**src/rtl/armleocpu_loadgen_pipe.sv**
```systemverilog
// Load result generator: extracts/extends the addressed byte/half/word from a raw
// memory word and queues it in a DEPTH-entry FIFO. Optional ARMLEOCPU_LOADGEN_STATS_EN adds counters.
module armleocpu_loadgen_pipe #(
    parameter int DEPTH = 2
) (
    input  logic        clk,
    input  logic        rst,
    input  logic        in_valid,
    output logic        in_ready,
    input  logic [1:0]  in_offset,
    input  logic [2:0]  in_type,
    input  logic [31:0] in_data,
    output logic        out_valid,
    input  logic        out_ready,
    output logic [31:0] out_data,
    output logic        out_missaligned,
    output logic        out_unknowntype
`ifdef ARMLEOCPU_LOADGEN_STATS_EN
    ,
    output logic [31:0] stat_loads,
    output logic [31:0] stat_errors
`endif
);

    localparam int PW = (DEPTH > 1) ? $clog2(DEPTH) : 1;
    localparam int CW = $clog2(DEPTH + 1);

    logic [31:0]   r_data [DEPTH];
    logic          r_mis  [DEPTH];
    logic          r_unk  [DEPTH];
    logic [PW-1:0] r_wptr;
    logic [PW-1:0] r_rptr;
    logic [CW-1:0] r_count;

    logic          w_push;
    logic          w_pop;
    logic [31:0]   w_sh;
    logic [31:0]   w_res;
    logic          w_mis;
    logic          w_unk;

    function automatic logic [PW-1:0] ptr_inc(input logic [PW-1:0] p);
        if (p == PW'(DEPTH - 1)) begin
            return {PW{1'b0}};
        end else begin
            return p + PW'(1);
        end
    endfunction

    // in_ready looks only at the registered count, so a pop never frees a slot in the same cycle
    assign in_ready        = (r_count != CW'(DEPTH));
    assign out_valid       = (r_count != {CW{1'b0}});
    assign w_push          = in_valid & in_ready;
    assign w_pop           = out_valid & out_ready;
    assign out_data        = r_data[r_rptr];
    assign out_missaligned = r_mis[r_rptr];
    assign out_unknowntype = r_unk[r_rptr];

    // Extract, extend and classify the incoming load
    always_comb begin
        w_sh  = in_data >> {in_offset, 3'b000};
        w_res = 32'h0000_0000;
        w_mis = 1'b0;
        w_unk = 1'b0;
        case (in_type)
            3'b000: w_res = {{24{w_sh[7]}}, w_sh[7:0]};
            3'b100: w_res = {24'h00_0000, w_sh[7:0]};
            3'b001: begin
                if (in_offset[0]) begin
                    w_mis = 1'b1;
                end else begin
                    w_res = {{16{w_sh[15]}}, w_sh[15:0]};
                end
            end
            3'b101: begin
                if (in_offset[0]) begin
                    w_mis = 1'b1;
                end else begin
                    w_res = {16'h0000, w_sh[15:0]};
                end
            end
            3'b010: begin
                if (in_offset != 2'b00) begin
                    w_mis = 1'b1;
                end else begin
                    w_res = w_sh;
                end
            end
            default: w_unk = 1'b1;
        endcase
    end

    // FIFO storage, pointers and occupancy
    always_ff @(posedge clk) begin
        if (rst) begin
            r_wptr  <= {PW{1'b0}};
            r_rptr  <= {PW{1'b0}};
            r_count <= {CW{1'b0}};
            for (int i = 0; i < DEPTH; i++) begin
                r_data[i] <= 32'h0000_0000;
                r_mis[i]  <= 1'b0;
                r_unk[i]  <= 1'b0;
            end
        end else begin
            if (w_push) begin
                r_data[r_wptr] <= w_res;
                r_mis[r_wptr]  <= w_mis;
                r_unk[r_wptr]  <= w_unk;
                r_wptr         <= ptr_inc(r_wptr);
            end
            if (w_pop) begin
                r_rptr <= ptr_inc(r_rptr);
            end
            case ({w_push, w_pop})
                2'b10:   r_count <= r_count + CW'(1);
                2'b01:   r_count <= r_count - CW'(1);
                default: r_count <= r_count;
            endcase
        end
    end

`ifdef ARMLEOCPU_LOADGEN_STATS_EN
    logic [31:0] r_stat_loads;
    logic [31:0] r_stat_errors;

    assign stat_loads  = r_stat_loads;
    assign stat_errors = r_stat_errors;

    // Saturating push and error counters
    always_ff @(posedge clk) begin
        if (rst) begin
            r_stat_loads  <= 32'h0000_0000;
            r_stat_errors <= 32'h0000_0000;
        end else begin
            if (w_push && (r_stat_loads != 32'hFFFF_FFFF)) begin
                r_stat_loads <= r_stat_loads + 32'h0000_0001;
            end
            if (w_push && (w_mis || w_unk) && (r_stat_errors != 32'hFFFF_FFFF)) begin
                r_stat_errors <= r_stat_errors + 32'h0000_0001;
            end
        end
    end
`endif

endmodule

```
**config.mk**
```make
export PLATFORM = sky130hd
export DESIGN_NAME = armleocpu_loadgen_pipe
export DESIGN_NICKNAME = d
export VERILOG_FILES = /design/src/rtl/armleocpu_loadgen_pipe.sv
export SDC_FILE = /design/constraint.sdc
export NUM_CORES = 1
export LEC_CHECK = 0
export ABC_AREA = 1
export CORE_MARGIN = 8
export CORE_UTILIZATION = 47
export DETAILED_ROUTE_END_ITERATION = 7
export PLACE_DENSITY = 0.77
export SLEW_MARGIN = 20
export SYNTH_ARGS = -nofsm -noshare
export SYNTH_HDL_FRONTEND = slang
export SYNTH_SLANG_ARGS = --single-unit
```
**constraint.sdc**
```tcl
create_clock -name clk -period 2.09 [get_ports clk]
set_input_delay 0.209 -clock clk [delete_from_list [all_inputs] [get_ports clk]]
set_output_delay 0.209 -clock clk [all_outputs]
set_load 0.02 [all_outputs]
```
==> results of run 1 <==
==> power breakdown <==
| part | switching (mW) | internal (mW) | total (mW) |
|---|---|---|---|
| logic | 0.632 | 0.515 | 1.15 |
| registers | 0.0504 | 1.73 | 1.78 |
| clock network | 0.544 | 0.582 | 1.13 |
| total | 1.23 | 2.83 | 4.05 |
==> through the flow <==
stage / utilization / power (mW) / instance area [sq um] / setup slack, ns / instances
after floorplan: - / 2.462 / 3895 / 0.2076 / 407
after global placement: 0.5933 / 2.956 / 4826 / -0.03172 / 577
after detailed placement: 0.5933 / 2.974 / 4826 / -0.1077 / 577
after CTS: 0.6162 / 4.061 / 5012 / 0.0009408 / 593
after global routing: 0.6271 / 4.217 / 5101 / 0.009892 / 594
final: 0.6271 / 4.054 / 5101 / 0.1934 / 594
==> what timing repair did <==
item,CTS,global route
buffers inserted,0,0
hold buffers,0,0
endpoints found under the setup margin,9,25
resized for setup,9,26
cloned,0,1
==> cells by family after synthesis <==
family | synth area share
buffers and inverters | 0.05693
adder cells (fa/ha/maj) | 0.003216
flip-flops | 0.5507
AO/OA/AOI/OAI | 0.1216
multiplexers | 0.09842
AND/OR/NAND/NOR | 0.1692
==> worst max path at each step <==
stage                                  end  cells after the start
6_report                      out_data[20]                      3
5_1_grt        r_data[1][17]$_SDFFCE_PN0P_                      7
4_1_cts                       out_data[26]                      3
3_5_place_dp   r_data[0][21]$_SDFFCE_PN0P_                      5
3_3_place_gp   r_data[0][16]$_SDFFCE_PN0P_                      7
2_1_floorplan   r_data[0][0]$_SDFFCE_PN0P_                      7
==> worst max-delay path, delay by kind of cell, from the launching register on <==
kind,cells,cell delay (ns)
multiplexers,1,0.37
buffers and inverters,2,0.55
flip-flops,1,0.41
==> sequential cells by signal (all words and copies together), names as in the netlist, named ones only <==
register  cells
r_data       64
r_rptr        1
r_unk         2
r_mis         2
r_wptr        1
r_count       2
==> per-layer routing <==
layer | track usage | up-vias | part of all wire
met2 | 0.3166 | 95 | 0.51
met1 | 0.2148 | 1545 | 0.42
li1 | - | 1576 | -
met5 | 0 | - | 0
met4 | 0.09045 | 0 | 0.019
met3 | 0.03599 | 16 | 0.051
==> synth_stat cells (all sizes together) <==
master and n:
or2 1, o21ai 24, clkinv 1, nand4 3, buf 20, nand2 58
a21oi 69, o21a 1, nor2 52, clkbuf 8, mux2 34, ha 1
edfxtp 68, dfxtp 5, nand3 41, inv 21
==> layout make-up <==
cell class	instances	area, sq um	area share
inverter	22	82.58	0.01619
clock buffer	11	141.4	0.02772
timing repair buffer	94	1015	0.1989
sequential	73	2143	0.4202
clock inverter	5	56.30	0.01104
tap	105	131.4	0.02575
multi-input combinational	284	1531	0.3002
==> flow_metrics.tcl, run 1 <==
set metrics [dict create \
    grt.total_usage 0.1840 \
    first_global_vias 3299 \
    fmax_ghz 0.5273 \
    crit_chain "clkbuf_16, mux2_2, dlygate4sd2_1" \
    die_y_um 107.0 \
    htree_levels 3 \
    fin_setup_tns_ns 0 \
    die_x_um 107.0 \
    dieArea_sq_mm 0.01144 \
    ir_worst_vdd_uv 415.8 \
    netlist.area_leader.share 0.5249 \
    yosysWarnings 0 \
    syn_to_final_growth_pct 31.14 \
    viasPerCell 5.441 \
    hpwl_mm 7.142 \
    path_clk_slew_ns 0.07 \
    num_antenna_cells 0 \
    cts.sinks 73 \
    fin_crit_sh 0.9075 \
    timing.max_cap.violations 0 \
    gp_congestion 0.8768 \
    endpoint_kind "output pin" \
    skew_ns 0.007981 \
    r2r_cells 7 \
    antenna_found_initial 0 \
    drtIter0Drc 185 \
    synth_seq_cells 73 \
    vias 3232 \
    post_drt_wl_per_cell_um 17.88 \
    cts_made_buffers 9 \
    final_common_cell "a21oi_1" \
    core_sq_mm 0.008134 \
    yosysTopAreaCell "edfxtp_1" \
    grt_pass1_wl_mm 16.28 \
    crit_path_start_kind "register" \
    worst_hold_path_type "reg2reg" \
    rsz0062_at_grt "no" \
    clock_latency_ns 0.36 \
    row_count 33 \
    power_density_mw_per_mm2 794.8 \
    yosysSeqAreaShare 0.5507 \
    maxSlewHeadroom 0.3214 \
    syn_area_sq_mm 0.003890 \
    cp_slowest_stage_delay_ns 0.41 \
    rrSetupSlack_ns 0.55 \
    fill_cells 681 \
    setup_viol 0 \
    wl_mm 10.62 \
    status "completed" \
    finalHoldViolations 0 \
    p_leak_nw 2.225 \
    min_period_ns 1.897 \
    slew_viol_final 0 \
    avgSynthCellArea_sq_um 9.558 \
    syn_inst 407 \
    drc 0 \
    cts_tree "built" \
    grt_max_degree 36 \
    start_util 0.4782 \
    min-delay-start "r_rptr$_SDFFE_PP0P_" \
    r2r-start "r_count[0]$_SDFFE_PP0P_" \
    cpMaxStageDelayCell "dfxtp_2" \
    worstPathMaxFanout 17 \
    worstPathRequired_ns 1.88 \
    hold_depth 1 \
    max_slew.worst_pin.slew_ns 1.014 \
    syn_nets 449 \
    r2r-end "r_data[0][13]$_SDFFCE_PN0P_" \
    hold_ws_ns 0.4489 \
    io_pins 77 \
    portBuffers 76 \
    drive_gt1_frac 0.1616 \
    postRouteAntennaNets 0 \
    cts_buffer_depth 2 \
    final_nets 526 \
    firstDrtPassIters 4 \
    synthTopCellsByArea "edfxtp_1, mux2_2, a21oi_1" \
    synth_cell_types 22 \
    path_class "reg2out" \
    cp.arrival_ns 1.69 \
    layout_common_cells "a21oi_1, edfxtp_1, nand2_1" \
    grt.overflow.total 0 \
    cts-root-buf "clkbuf_8" \
]
Note: power is estimated with default switching activity, not from simulation.
==> run 2, diff against run 1 <==
--- a/config.mk
+++ b/config.mk
@@ -6,10 +6,11 @@
 export NUM_CORES = 1
 export LEC_CHECK = 0
 export ABC_AREA = 1
+export CORE_ASPECT_RATIO = 0.9
 export CORE_MARGIN = 8
-export CORE_UTILIZATION = 47
+export CORE_UTILIZATION = 56
 export DETAILED_ROUTE_END_ITERATION = 7
-export PLACE_DENSITY = 0.77
+export PLACE_DENSITY = 0.86
 export SLEW_MARGIN = 20
 export SYNTH_ARGS = -nofsm -noshare
 export SYNTH_HDL_FRONTEND = slang
==> constraint.sdc (replaced) <==
create_clock -name clk -period 2.4 [get_ports clk]
set_input_delay 0.24 -clock clk [delete_from_list [all_inputs] [get_ports clk]]
set_output_delay 0.24 -clock clk [all_outputs]
set_load 0.02 [all_outputs]
==> run 2 against run 1 <==
Net effect:
- global-route usage rose by 1.8 points
- worst setup slack improved by 0.099 ns
- die area fell by 14%
- first-iteration DRC count increased by 68%
- critical endpoint is now out_data[22]
==> flow_metrics.tcl, run 2 (synthesized netlist as in run 1, its figures left out) <==
set metrics [dict create \
    max_slew.worst_pin.slew_ns 0.9319 \
    worst_hold_path_type "reg2reg" \
    cp.arrival_ns 1.87 \
    cts-root-buf "clkbuf_8" \
    htree_levels 3 \
    rrSetupSlack_ns 0.87 \
    portBuffers 76 \
    hold_depth 1 \
    core_sq_mm 0.006894 \
    io_pins 77 \
    pre_cts_ws_ns 0.2069 \
    layoutNonFillerInstCount 576 \
    dieArea_sq_mm 0.009873 \
    die_y_um 95.07 \
    fin_ws_ns 0.2921 \
    final_area_sq_mm 0.004966 \
    wl_mm 9.787 \
    final_common_cell "clkdlybuf4s50_1" \
    critical_path.endpoint "out_data[22]" \
    status "completed" \
    timing.max_cap.violations 0 \
    postLayoutCoreUtil 0.7203 \
    syn_to_final_growth_pct 27.66 \
    row_count 29 \
    hold_ws_ns 0.4533 \
    cts_buffer_depth 2 \
    post-place-cells 560 \
    worstPathMaxFanout 34 \
    slew_viol_final 0 \
    grt.total_usage 0.2016 \
    layout_common_cells "clkdlybuf4s50_1, a21oi_1, edfxtp_1" \
    fill_cells 506 \
    clock_latency_ns 0.35 \
    min_period_ns 2.108 \
    cts_made_buffers 9 \
    cts_tree "built" \
    drtIter0Drc 311 \
    grt_pass1_wl_mm 15.77 \
    power_density_mw_per_mm2 721.7 \
    crit_path_start_kind "register" \
    path_class "reg2out" \
    r2r-start "r_count[0]$_SDFFE_PP0P_" \
    cts_resized 0 \
    postRouteAntennaNets 0 \
    viasPerCell 5.727 \
    finalHoldViolations 0 \
    num_antenna_cells 0 \
    fin_setup_tns_ns 0 \
    ir_worst_vdd_uv 512.5 \
    largest_reg_flops 64 \
    drive_gt1_frac 0.1429 \
    hpwl_mm 6.667 \
    firstDrtPassIters 5 \
    largest-register "r_data" \
    cts_setup_buffers 0 \
    rsz0062_at_grt "no" \
    drc 0 \
    skew_ns 0.009153 \
    setup_viol 0 \
    cts.sinks 73 \
    fin_crit_sh 0.8783 \
    post_drt_wl_per_cell_um 16.99 \
    grt_max_degree 35 \
    vias 3299 \
    endpoint_kind "output pin" \
    cts_hold_buf 0 \
    die_x_um 103.9 \
    antenna_found_initial 0 \
    first_global_vias 3284 \
    start_util 0.5642 \
    r2r-end "r_data[1][13]$_SDFFCE_PN0P_" \
    grt.overflow.total 0 \
    place_area_sq_mm 0.004756 \
    r2r_cells 5 \
    p_leak_nw 1.847 \
    path_clk_slew_ns 0.08 \
    p_total_mw 3.584 \
    maxSlewHeadroom 0.3765 \
    worstPathRequired_ns 2.16 \
    final_nets 520 \
    gp_congestion 0.9104 \
    fmax_ghz 0.4744 \
]
-- run 2: worst max-delay path, cell delays in order (launching register included) --
cell,delay [ns]
dfxtp_1,0.36
buf_12,0.23
mux2_2,0.38
clkdlybuf4s50_1,0.54
-- run 2: worst min path at each step --
stage / start / end
after CTS: r_rptr$_SDFFE_PP0P_ / register
after global placement: r_rptr$_SDFFE_PP0P_ / r_rptr$_SDFFE_PP0P_
after detailed placement: r_rptr$_SDFFE_PP0P_ / register
after global routing: r_rptr$_SDFFE_PP0P_ / register
final: r_rptr$_SDFFE_PP0P_ / register
after floorplan: r_rptr$_SDFFE_PP0P_ / register
-- run 2: final cells by class --
type / count / area, sq um / share of cell area
sequential: 73 / 2142 / 0.4313
multi-input combinational: 284 / 1526 / 0.3074
timing repair buffer: 88 / 888.4 / 0.1789
clock buffer: 10 / 127.6 / 0.02570
tap: 93 / 116.4 / 0.02343
clock inverter: 6 / 82.58 / 0.01663
inverter: 22 / 82.58 / 0.01663
-- run 2: metal layers --
layer	part of all wire	GRT usage
met4	0.027	0.08905
met1	0.40	0.2215
met2	0.51	0.3591
met3	0.068	0.06216
met5	0	0
-- run 2: power by group --
part           leakage, nW  total, mW  internal, mW  switching, mW
combinational        0.985      0.994         0.459          0.535
sequential           0.754       1.55          1.51         0.0392
clock                0.108       1.04         0.580          0.463
total                 1.85       3.58          2.55           1.04
==> run 3, diff against run 2 <==
--- a/config.mk
+++ b/config.mk
@@ -10,7 +10,9 @@
 export CORE_MARGIN = 8
 export CORE_UTILIZATION = 56
 export DETAILED_ROUTE_END_ITERATION = 7
+export GPL_TIMING_DRIVEN = 0
 export PLACE_DENSITY = 0.86
+export SKIP_LAST_GASP = 1
 export SLEW_MARGIN = 20
 export SYNTH_ARGS = -nofsm -noshare
 export SYNTH_HDL_FRONTEND = slang
==> run 3 against run 2 <==
Net effect:
- critical path depth unchanged
- fmax fell by 9.0%
- die area did not move
- worst setup slack worse by 0.21 ns
- global-route usage grew 3.0 points
- non-clock buffer count up 16
- critical endpoint is now out_data[26]
- largest power group unchanged
==> flow_metrics.tcl, run 3 (synthesized netlist as in run 1, its figures left out) <==
set metrics [dict create \
    post-place-cells 577 \
    fin_setup_tns_ns 0 \
    wl_mm 11.10 \
    place_area_sq_mm 0.004810 \
    maxSlewHeadroom 0.5705 \
    dieArea_sq_mm 0.009873 \
    cts_made_buffers 9 \
    die_y_um 95.07 \
    comb_power_share 0.279 \
    cts.sinks 73 \
    first_global_vias 3512 \
    rsz0062_at_grt "no" \
    hpwl_mm 8.171 \
    p_leak_nw 1.877 \
    postRouteAntennaNets 0 \
    path_class "reg2out" \
    num_antenna_cells 0 \
    fill_cells 499 \
    portBuffers 75 \
    path_clk_slew_ns 0.08 \
    met1_usage 0.2694 \
    internal_power_mw 2.553 \
    fmax_ghz 0.4316 \
    pwr-share-clk 0.291 \
    viasPerCell 5.740 \
    swShare 0.2966 \
    status "completed" \
    final_common_cell "clkdlybuf4s50_1" \
    die_x_um 103.9 \
    largest-register "r_data" \
    layoutNonFillerInstCount 592 \
    grt.overflow.total 0 \
    skew_ns 0.01022 \
    power.switching_mw 1.076 \
    cts_resized 1 \
    hold_ws_ns 0.4561 \
    met3_usage 0.05608 \
    worst_hold_path_type "reg2reg" \
    slew_viol_final 0 \
    start_util 0.5642 \
    firstDrtPassIters 6 \
    layout_common_cells "clkdlybuf4s50_1, a21oi_1, edfxtp_1" \
    worstPathMaxFanout 10 \
    cts_hold_buf 0 \
    final_nets 536 \
    post_drt_wl_per_cell_um 18.75 \
    row_count 29 \
    endpoint_kind "output pin" \
    power_density_mw_per_mm2 722.8 \
    cts_tree "built" \
    p_seq_frac 0.430 \
    cp.arrival_ns 2.08 \
    io_pins 77 \
    regArea_sq_mm 0.002143 \
    gp_congestion 0.9491 \
    finalHoldViolations 0 \
    clock_latency_ns 0.35 \
    max_slew.worst_pin.slew_ns 0.6443 \
    busiest_layer "met2" \
    worstPathRequired_ns 2.16 \
    largest_reg_flops 64 \
    grt.total_usage 0.2318 \
    drc 0 \
    syn_to_final_growth_pct 29.08 \
    timing.max_cap.violations 0 \
    grtUsageMet2 0.4077 \
    ir_worst_vdd_uv 488.5 \
    core_sq_mm 0.006894 \
    fin_crit_sh 0.9654 \
    grt_pass1_wl_mm 17.73 \
    drive_gt1_frac 0.1643 \
    min_period_ns 2.317 \
    drtIter0Drc 293 \
    crit_path_start_kind "register" \
    multiInputGateArea_sq_mm 0.001531 \
    vias 3398 \
    setup_viol 0 \
    cts_buffer_depth 2 \
    antenna_found_initial 0 \
    cts-root-buf "clkbuf_8" \
    cts_setup_buffers 0 \
    final_area_sq_mm 0.005021 \
    htree_levels 3 \
    grt_max_degree 26 \
]
[run 3: cell count changes in the layout (fill, tap and decap cells not counted), moves of 2 or more]
cell,before,now
buf_2,0,15
buf_12,3,1
clkbuf_1,1,8
buf_4,9,4
nand2_1,55,53
nand2_2,3,5
[run 3: final cells by class]
class                   count  share of cell area
plain buffers              27             0.02716
clock buffers              11             0.02616
clock inverters             5             0.01620
inverters                  22             0.01645
multi-input cells         284              0.3050
flip-flops and latches     73              0.4269
well taps                  93             0.02317
repair buffers             77              0.1590
[run 3: metal layers]
layer	routed length (um)	share of wire	up-vias
met5	0	0	-
met1	4479	0.40	1615
li1	-	-	1603
met2	5531	0.50	158
met4	232	0.021	0
met3	855	0.077	22
[run 3: path summary, 6_finish.rpt]
| path | from | endpoint | slack, ns | cells after the start |
|---|---|---|---|---|
| max | register | out_data[26] | 0.08 | 3 |
| min | r_rptr$_SDFFE_PP0P_ | register | 0.46 | 1 |
| max reg2reg | r_count[0]$_SDFFE_PP0P_ | r_mis[0]$_SDFFCE_PN0P_ | 0.23 | 8 |
| min reg2reg | r_rptr$_SDFFE_PP0P_ | register | 0.46 | 1 |
[run 3: through the flow]
step | utilization | worst slack, ns | power, mW
3_3_place_gp | 0.6900 | -1.006 | 2.556
3_5_place_dp | 0.6976 | -0.3587 | 2.597
5_1_grt | 0.7283 | 0.02717 | 3.753
6_report | 0.7283 | 0.08302 | 3.629
4_1_cts | 0.7281 | 0.002084 | 3.630
2_1_floorplan | - | 0.1951 | 2.144
[run 3: critical path: stages, from the launching register on]
cell and delay, ns:
dfxtp_2 0.47, buf_2 0.32, mux2_2 0.40, clkdlybuf4s50_1 0.54
[run 3: power by group through the flow]
stage          logic [mW]  clock network (mW)  registers (mW)
3_3_place_gp        0.987                   0            1.57
5_1_grt              1.09                1.10            1.57
4_1_cts              1.02                1.05            1.56
3_5_place_dp         1.02                   0            1.57
2_1_floorplan       0.581                   0            1.56
6_report             1.01                1.06            1.56
